<file path="src/rtl/arb_pkg.sv">
// Shared constants and state encoding for the shared configuration register arbiter.
package arb_pkg;

    localparam int DATA_W      = 10;
    localparam int HOLD_CYCLES = 2;

    localparam logic [DATA_W-1:0] INIT_VALUE = '0;

    typedef enum logic [1:0] {
        IDLE  = 2'd0,
        GRANT = 2'd1,
        HOLD  = 2'd2
    } arb_state_t;

    // Width of the hold counter: max(1, clog2(n)), so HOLD_CYCLES of 0 or 1 still
    // gets a legal one-bit vector.
    function automatic int hold_cnt_width(input int n);
        return (n < 2) ? 1 : $clog2(n);
    endfunction

endpackage

</file>
<file path="src/rtl/rr_picker.sv">
// Combinational round-robin picker: finds the first asserted request searching
// upward from the position just after the previous winner, wrapping at N_REQ.
module rr_picker #(
    parameter int N_REQ = 4,
    parameter int IDX_W = $clog2(N_REQ)
) (
    input  logic [N_REQ-1:0] i_req,
    input  logic [IDX_W-1:0] i_last,
    output logic [N_REQ-1:0] o_onehot,
    output logic [IDX_W-1:0] o_index,
    output logic             o_valid
);

    logic [IDX_W-1:0] cand;

    assign o_valid = |i_req;

    // Scan offsets from farthest to nearest so the nearest set request wins.
    always_comb begin
        // NOTE: every output of this block gets a value before any branch, so no latch is inferred.
        o_onehot = '0;
        o_index  = '0;
        cand     = '0;
        for (int k = N_REQ; k >= 1; k--) begin
            cand = IDX_W'((int'(i_last) + k) % N_REQ);
            if (i_req[cand]) begin
                o_onehot       = '0;
                o_onehot[cand] = 1'b1;
                o_index        = cand;
            end
        end
    end

endmodule

</file>
<file path="src/rtl/shared_reg_arbiter.sv">
// Round-robin sequencer that lets N_REQ clients take turns loading one shared
// register, followed by a fixed hold window during which the value is stable.
module shared_reg_arbiter #(
    parameter int                N_REQ       = 4,
    parameter int                DATA_W      = arb_pkg::DATA_W,
    parameter int                HOLD_CYCLES = arb_pkg::HOLD_CYCLES,
    parameter logic [DATA_W-1:0] INIT_VALUE  = arb_pkg::INIT_VALUE
) (
    input  logic                    i_clk,
    input  logic                    i_rst,
    input  logic [N_REQ-1:0]        i_req,
    input  logic [N_REQ*DATA_W-1:0] i_data,
    output logic [N_REQ-1:0]        o_gnt,
    output logic [DATA_W-1:0]       o_value,
    output logic                    o_upd,
    output logic                    o_busy
);

    import arb_pkg::*;

    localparam int IDX_W = $clog2(N_REQ);
    localparam int CNT_W = hold_cnt_width(HOLD_CYCLES);

    // Counter preload on entering HOLD; the zero-hold case never uses it.
    localparam logic [CNT_W-1:0] HOLD_LOAD =
        CNT_W'((HOLD_CYCLES == 0) ? 0 : HOLD_CYCLES - 1);
    localparam logic [IDX_W-1:0] LAST_RESET = IDX_W'(N_REQ - 1);

    arb_state_t        state_q,    state_d;
    logic [N_REQ-1:0]  gnt_q,      gnt_d;
    logic [DATA_W-1:0] value_q,    value_d;
    logic              upd_q,      upd_d;
    logic [IDX_W-1:0]  last_q,     last_d;
    logic [CNT_W-1:0]  hold_cnt_q, hold_cnt_d;

    logic [N_REQ-1:0]  pick_onehot;
    logic [IDX_W-1:0]  pick_index;
    logic              pick_valid;

    logic [DATA_W-1:0] data_arr [N_REQ];

    for (genvar k = 0; k < N_REQ; k++) begin : g_unpack
        assign data_arr[k] = i_data[k*DATA_W +: DATA_W];
    end

    rr_picker #(
        .N_REQ (N_REQ),
        .IDX_W (IDX_W)
    ) u_picker (
        .i_req    (i_req),
        .i_last   (last_q),
        .o_onehot (pick_onehot),
        .o_index  (pick_index),
        .o_valid  (pick_valid)
    );

    // Next-state, grant, load and hold-count logic.
    always_comb begin
        state_d    = state_q;
        gnt_d      = '0;
        value_d    = value_q;
        upd_d      = 1'b0;
        last_d     = last_q;
        hold_cnt_d = hold_cnt_q;

        unique case (state_q)
            IDLE: begin
                if (pick_valid) begin
                    gnt_d   = pick_onehot;
                    last_d  = pick_index;
                    state_d = GRANT;
                end
            end
            GRANT: begin
                // Winner still requesting while it sees its grant: load its slice.
                if (i_req[last_q]) begin
                    value_d = data_arr[last_q];
                    upd_d   = 1'b1;
                end
                if (HOLD_CYCLES == 0) begin
                    state_d = IDLE;
                end else begin
                    state_d    = HOLD;
                    hold_cnt_d = HOLD_LOAD;
                end
            end
            HOLD: begin
                if (hold_cnt_q == '0) begin
                    state_d = IDLE;
                end else begin
                    hold_cnt_d = hold_cnt_q - CNT_W'(1);
                end
            end
            default: begin
                state_d = IDLE;
            end
        endcase
    end

    // State register with synchronous reset; an in-flight load is discarded.
    always_ff @(posedge i_clk) begin
        // NOTE: non-blocking assignments here so every flop samples the pre-edge values of the others.
        if (i_rst) begin
            state_q    <= IDLE;
            gnt_q      <= '0;
            value_q    <= INIT_VALUE;
            upd_q      <= 1'b0;
            last_q     <= LAST_RESET;
            hold_cnt_q <= '0;
        end else begin
            state_q    <= state_d;
            gnt_q      <= gnt_d;
            value_q    <= value_d;
            upd_q      <= upd_d;
            last_q     <= last_d;
            hold_cnt_q <= hold_cnt_d;
        end
    end

    assign o_gnt   = gnt_q;
    assign o_value = value_q;
    assign o_upd   = upd_q;
    assign o_busy  = (state_q != IDLE);

endmodule

</file>
<file path="config.mk">
export PLATFORM = sky130hd
export DESIGN_NAME = shared_reg_arbiter
export DESIGN_NICKNAME = d
export VERILOG_FILES = /design/src/rtl/arb_pkg.sv /design/src/rtl/rr_picker.sv /design/src/rtl/shared_reg_arbiter.sv
export SDC_FILE = /design/constraint.sdc
export NUM_CORES = 1
export LEC_CHECK = 0
export BUFFER_PORTS_ARGS = -buffer_cell sky130_fd_sc_hd__buf_2
export CORE_ASPECT_RATIO = 2
export CORE_MARGIN = 1.5
export CORE_UTILIZATION = 45
export DETAILED_ROUTE_END_ITERATION = 8
export PLACE_DENSITY = 0.8
export SLEW_MARGIN = 10
export SYNTH_ARGS = -nofsm -noshare
export SYNTH_HDL_FRONTEND = slang
export SYNTH_HIERARCHICAL = 1
export SYNTH_SLANG_ARGS = --single-unit
</file>
<file path="constraint.sdc">
create_clock -name i_clk -period 5 [get_ports i_clk]
set_input_delay 0.75 -clock i_clk [delete_from_list [all_inputs] [get_ports i_clk]]
set_output_delay 0.75 -clock i_clk [all_outputs]
set_load 0.01 [all_outputs]
</file>
After elaboration in Yosys (flattened, before gate mapping)
Cells that the tools add are included.
{"block": "word_totals", "input_bits": 46, "wordCells": 77, "ff_bits": 20, "out_inout_bits": 16}
{"block": "op_classes", "muxes": 35, "add_sub_neg": 5, "order_cmp": 10, "n_eq_ne": 4, "n_bitwise": 4, "reduce_logical": 13}
{"operator": "binary-select mux 10 bit (select 2 bit)", "n": 1}
{"operator": "two-way mux 10 bit", "n": 2}
{"operator": "two-way mux 4 bit", "n": 4}
{"operator": "less-than comparator 2 x 3 -> 1 bit, second input constant", "n": 5}
{"operator": "two-way mux 2 bit", "n": 6}
{"operator": "two-way mux 1 bit", "n": 11}
{"operator": "binary-select mux 1 bit (select 2 bit)", "n": 5}
{"operator": "demux 1 bit (select 2 bit)", "n": 4}
{"operator": "greater-or-equal comparator 2 x 1 -> 1 bit, second input constant", "n": 4}
{"operator": "one-hot mux 2 bit (3 select lines)", "n": 1}
{"operator": "AND reduction 2 bit", "n": 3}
{"operator": "adder 2 x 1 -> 2 bit, second input constant", "n": 2}
{"operator": "adder 2 bit, second input constant", "n": 2}
{"operator": "logical AND 1 bit", "n": 4}
{"operator": "inequality test 2 bit, second input constant", "n": 2}
{"operator": "nonzero test 2 bit", "n": 2}
{"operator": "OR reduction 4 bit", "n": 1}
{"operator": "greater-or-equal comparator 3 bit, second input constant", "n": 1}
{"operator": "NOT 1 bit", "n": 3}
{"operator": "NOT 2 -> 3 bit", "n": 1}
{"operator": "OR reduction 3 bit", "n": 1}
{"operator": "== test 2 x 1 -> 1 bit, second input constant", "n": 1}
{"operator": "== test 2 bit, second input constant", "n": 1}
{"operator": "logical NOT 2 bit", "n": 1}
{"operator": "other kinds (3)", "n": 3}

Logic depth before layout (Yosys ltp)
{"block": "depth", "depth_word": 9, "ltp_mapped": 9, "mapped_depth_nobuf": 8}

Hierarchy
Netlist, hierarchy kept.
{"mod": "shared_reg_arbiter", "area_each_um2": 1049.8, "n_inst": 1, "cells_per_inst": 86, "seq_area_each_um2": 400.4}
{"mod": "rr_picker", "area_each_um2": 457.9, "n_inst": 1, "cells_per_inst": 59, "seq_area_each_um2": 0.0}

Least setup slack after synthesis
Ideal clock, no wire load.
{"block": "synth_timing", "kind": "flip-flop to flip-flop", "startpoint": "register last_q[0]", "endpoint": "register last_q[0]", "path_slack_ps": 2491, "t_arrival_ps": 2390, "period_less_slack_ps": 2509, "n_path_buf": 1, "setup_time_ps": 120, "required_ps": 4880, "stages_incl_launch_ff": 9, "cell_sequence": "dfxtp_1 > buf_2 > inv_1 > ha_1 > mux4_2 > a21oi_1 > o21ai_0 > and3_1 > a211o_1"}
{"block": "synth_between", "elab_chain_cells": 7, "word_cells_on_any_way": 16, "classes_between": "4 x add/sub; 12 x mux"}
{"item": "start, declared", "line": "shared_reg_arbiter.sv:33", "rtl": "logic [IDX_W-1:0] last_q, last_d;"}
{"item": "start signal, assigned", "line": "shared_reg_arbiter.sv:115", "rtl": "last_q <= last_d;"}
{"item": "adder 2 x 1 -> 2 bit", "line": "rr_picker.sv:25", "rtl": "cand = IDX_W'((int'(i_last) + k) % N_REQ);"}
{"item": "binary-select mux 1 bit (select 2 bit)", "line": "rr_picker.sv:26", "rtl": "if (i_req[cand]) begin"}
{"item": "two-way mux 1 bit (not written as such)", "line": "rr_picker.sv:26"}
{"item": "two-way mux 2 bit (3 in a row)", "line": "rr_picker.sv:26"}
{"item": "two-way mux 2 bit (*)", "line": "rr_picker.sv:26"}
{"item": "via pick_index[0]", "line": "shared_reg_arbiter.sv:37", "rtl": "logic [IDX_W-1:0] pick_index;"}
The timed path passes the listed nets; every way through them passes the cells marked *. The select of a mux whose other input is x is not followed.
A chain may end at the register's enable or synchronous reset.

Worst setup path after layout
Ends and elaborated chain as after synthesis.

==> impl_metrics.csv <==
group,metric,value,unit
run_status,status,"finished clean",
setup_path,end_kind,"flop",
setup_path,crit_chain,"inv_1 -> ha_1 -> mux4_2 -> a21oi_1 -> o21ai_0 -> and3_1 -> a211o_1",
global_route,grt_max_degree,28,
synthesis,synthArstFlopShare,0,
route,wire_per_inst,15.1,um
setup_path,cp_data_required_time,5.14,ns
power,leakage,0.878,nW
synthesis,ys_seq_area_frac,0.266,
cts,htreeDepth,1,
setup_path,critPathMaxStageDelay,0.63,ns
global_route,grt.overflow.total,0,
floorplan,core,0.00319,mm2
placed_design,finalWeightedCongestion,0.877,
route,ant_nets,0,
timing,tns,0,ns
global_route,antenna_found_initial,0,
cts,clk_latency,0.25,ns
floorplan,die_area,0.00373,mm2
setup_path,ff2ff_setup_slack,2.79,ns
job,drv_cap,0,
finish,syn_to_final_growth,22.3,%
synthesis,synth.avg_cell_area,10.4,um2
route,wl,3530,um
finish,num-fill-cells,288,
finish,drive_gt1_frac,0.419,
synthesis,ys_seq_elements,20,
route,first_pass_iters,5,
global_route,grt_use_total,0.194,
cts,cts_resized,0,
timing,rsz0062_at_grt,"no",
finish,nNetsFinal,262,
global_route,grt_pass1_wl,5600,um
synthesis,syn-instance-count,145,
power,power_density,348,mW/mm2
floorplan,die_w,43.9,um
route,first_iter_violations,28,
floorplan,initial_core_util,0.472,
timing,max_clock_freq,452,MHz
synthesis,syn_area,0.00151,mm2
finish,diodes,0,
placed_design,place_ws,2.76,ns
synthesis,synth_fp_nets,202,
timing,worst_pin_slew,0.534,ns
min_path,min_path_type,"flop to flop",
setup_path,crit_path_top_delay_cell,"mux4_2",
timing,hold_viol_final,0,
placed_design,numPortBuffers,61,
placed_design,hpwl,2840,um
cts,cts_root_buffer,"clkbuf_8",
timing,min_period_over_period,0.442,
timing,setup_slack,2.79,ns
power,vdd_drop_max,169,uV
global_route,grt_pass1_vias,1336,
setup_path,crit_type,"flop to flop",
synthesis,synthDistinctLibCells,35,
setup_path,cp_max_fo,10,
cts,holdBufCountCts,0,
setup_path,worstSetupStartpointType,"flop",
timing,min_period,2.21,ns
floorplan,die_h,84.9,um
synthesis,synthFlopType,"dfxtp_1",
route,viasPerCell,5.83,
cts,clk_pin_slew_worst_paths,0.06,ns
cts,clock-sinks,20,
route,drcViolationCount,0,
timing,fin_skew,0.00610,ns
setup_path,crit_arrival,2.35,ns
timing,drv_slew,0,
setup_path,worst-path-buf-inv,1,
floorplan,pin_count,62,
cts,cts_buffers,3,
synthesis,synth_edf_count,0,
timing,setup_violations,0,
cts,max-clock-path-buffers,2,
timing,slew_headroom,0.644,
cts,post-cts-setup-buffers,0,
cts,cts_tree,"yes",
floorplan,num_rows,29,
setup_path,critical-path-top-delay-family,"multiplexers",
route,via_count,1365,
synthesis,yosys_warnings,6,
metrics by stage:
step	std cells	instance area, um2	util	hold slack [ns]	power [W]
final	234	1840	0.578	0.487	0.000642
after global routing	234	1840	0.578	0.524	0.000689
after CTS	234	1840	0.578	0.491	0.000648
after detailed placement	231	1800	0.565	0.473	0.000546
after global placement	231	1800	0.565	0.468	0.000537
after floorplan	145	1510	-	0.472	0.000467
tightest hold or removal path: stages, from the launching register on:
cell and delay [ns]:
dfxtp_1 0.32, mux2i_1 0.06, nor2_1 0.07
sequential cells by signal, indices dropped and copies added, names as in the netlist:
signal,flops
hold_cnt_q,1
o_upd,1
state_q,2
o_value,10
o_gnt,4
last_q,2
area by class of cell:
class / instances / area, um2 / share of cell area
Multi-Input combinational cell: 112 / 1020 / 0.556
Tap cell: 31 / 38.8 / 0.0210
Timing Repair Buffer: 63 / 320 / 0.174
Sequential cell: 20 / 400 / 0.217
Inverter: 5 / 18.8 / 0.0102
Clock buffer: 3 / 41.3 / 0.0224
synthesized netlist by cell type, types with 2 or more instances:
master    instances  share of area
dfxtp_1          20           0.27
nor2_1           19          0.047
mux2i_1          17           0.11
ha_1             11          0.091
mux4_2           10           0.15
nand2_1           7          0.017
inv_1             5          0.012
nand3_1           5          0.017
and2_1            4          0.017
nand4b_1          4          0.023
o21ai_0           4          0.013
a21oi_1           3          0.010
a41oi_1           3          0.017
mux2_2            3          0.022
nand2b_1          3          0.012
a211o_1           2          0.012
and3_1            2         0.0083
buf_2             2         0.0066
buf_6             2          0.015
clkbuf_1          2         0.0050
nand3b_1          2          0.010
o211ai_1          2          0.010
power by group:
| group | internal (W) | switching, W | leakage, nW |
|---|---|---|---|
| Sequential | 0.000185 | 0.0000108 | 0.164 |
| Clock | 0.0000535 | 0.0000470 | 0.0216 |
| Combinational | 0.000167 | 0.000180 | 0.693 |
| Total | 0.000405 | 0.000238 | 0.878 |
final timing paths:
check | startpoint | to | cells past startpoint
max | last_q[0] | last_q[0] | 7
min | o_value[6] | o_value[6] | 2
max reg2reg | last_q[0] | last_q[0] | 7
min reg2reg | o_value[6] | o_value[6] | 2
cells by family (layout without fill, tap and decap cells):
family,count (synthesis),count (layout),share of synthesized area
AND/OR/NAND/NOR,49,49,0.168
multiplexers,32,32,0.311
buffers and inverters,13,71,0.0548
adder cells (fa/ha/maj),11,11,0.0913
AO/OA/AOI/OAI,20,20,0.110
flip-flops,20,20,0.266
layout by cell type, fill, tap and decap left out:
cell and instances:
nor2_1 19, nand3_1 5, a211o_1 2, a2bb2oi_1 1, a41oi_2 1, buf_2 61
and3_1 2, o22ai_4 1, nand2b_1 3, nand4b_1 4, mux4_1 1, o211ai_2 1
nand2_1 7, o211ai_1 2, mux4_2 10, buf_4 2, ha_1 11, inv_1 5
and2_1 4, or3b_2 1, nand3b_1 2, or4_2 1, a31oi_1 1, dfxtp_1 20
mux2i_2 1, a21oi_1 3, mux2i_1 17, a41oi_1 3, a211oi_1 1, o21ai_0 4
clkbuf_8 3, nor2b_1 1, mux2_2 3
layer usage:
metal | GRT usage | wire length, um | vias up
li1 | - | - | 655
met1 | 0.185 | 1180 | 629
met2 | 0.380 | 1920 | 75
met3 | 0.0383 | 372 | 6
met4 | 0.0634 | 63 | 0
met5 | 0 | 0 | -
Note: power is estimated with default switching activity, not from simulation.
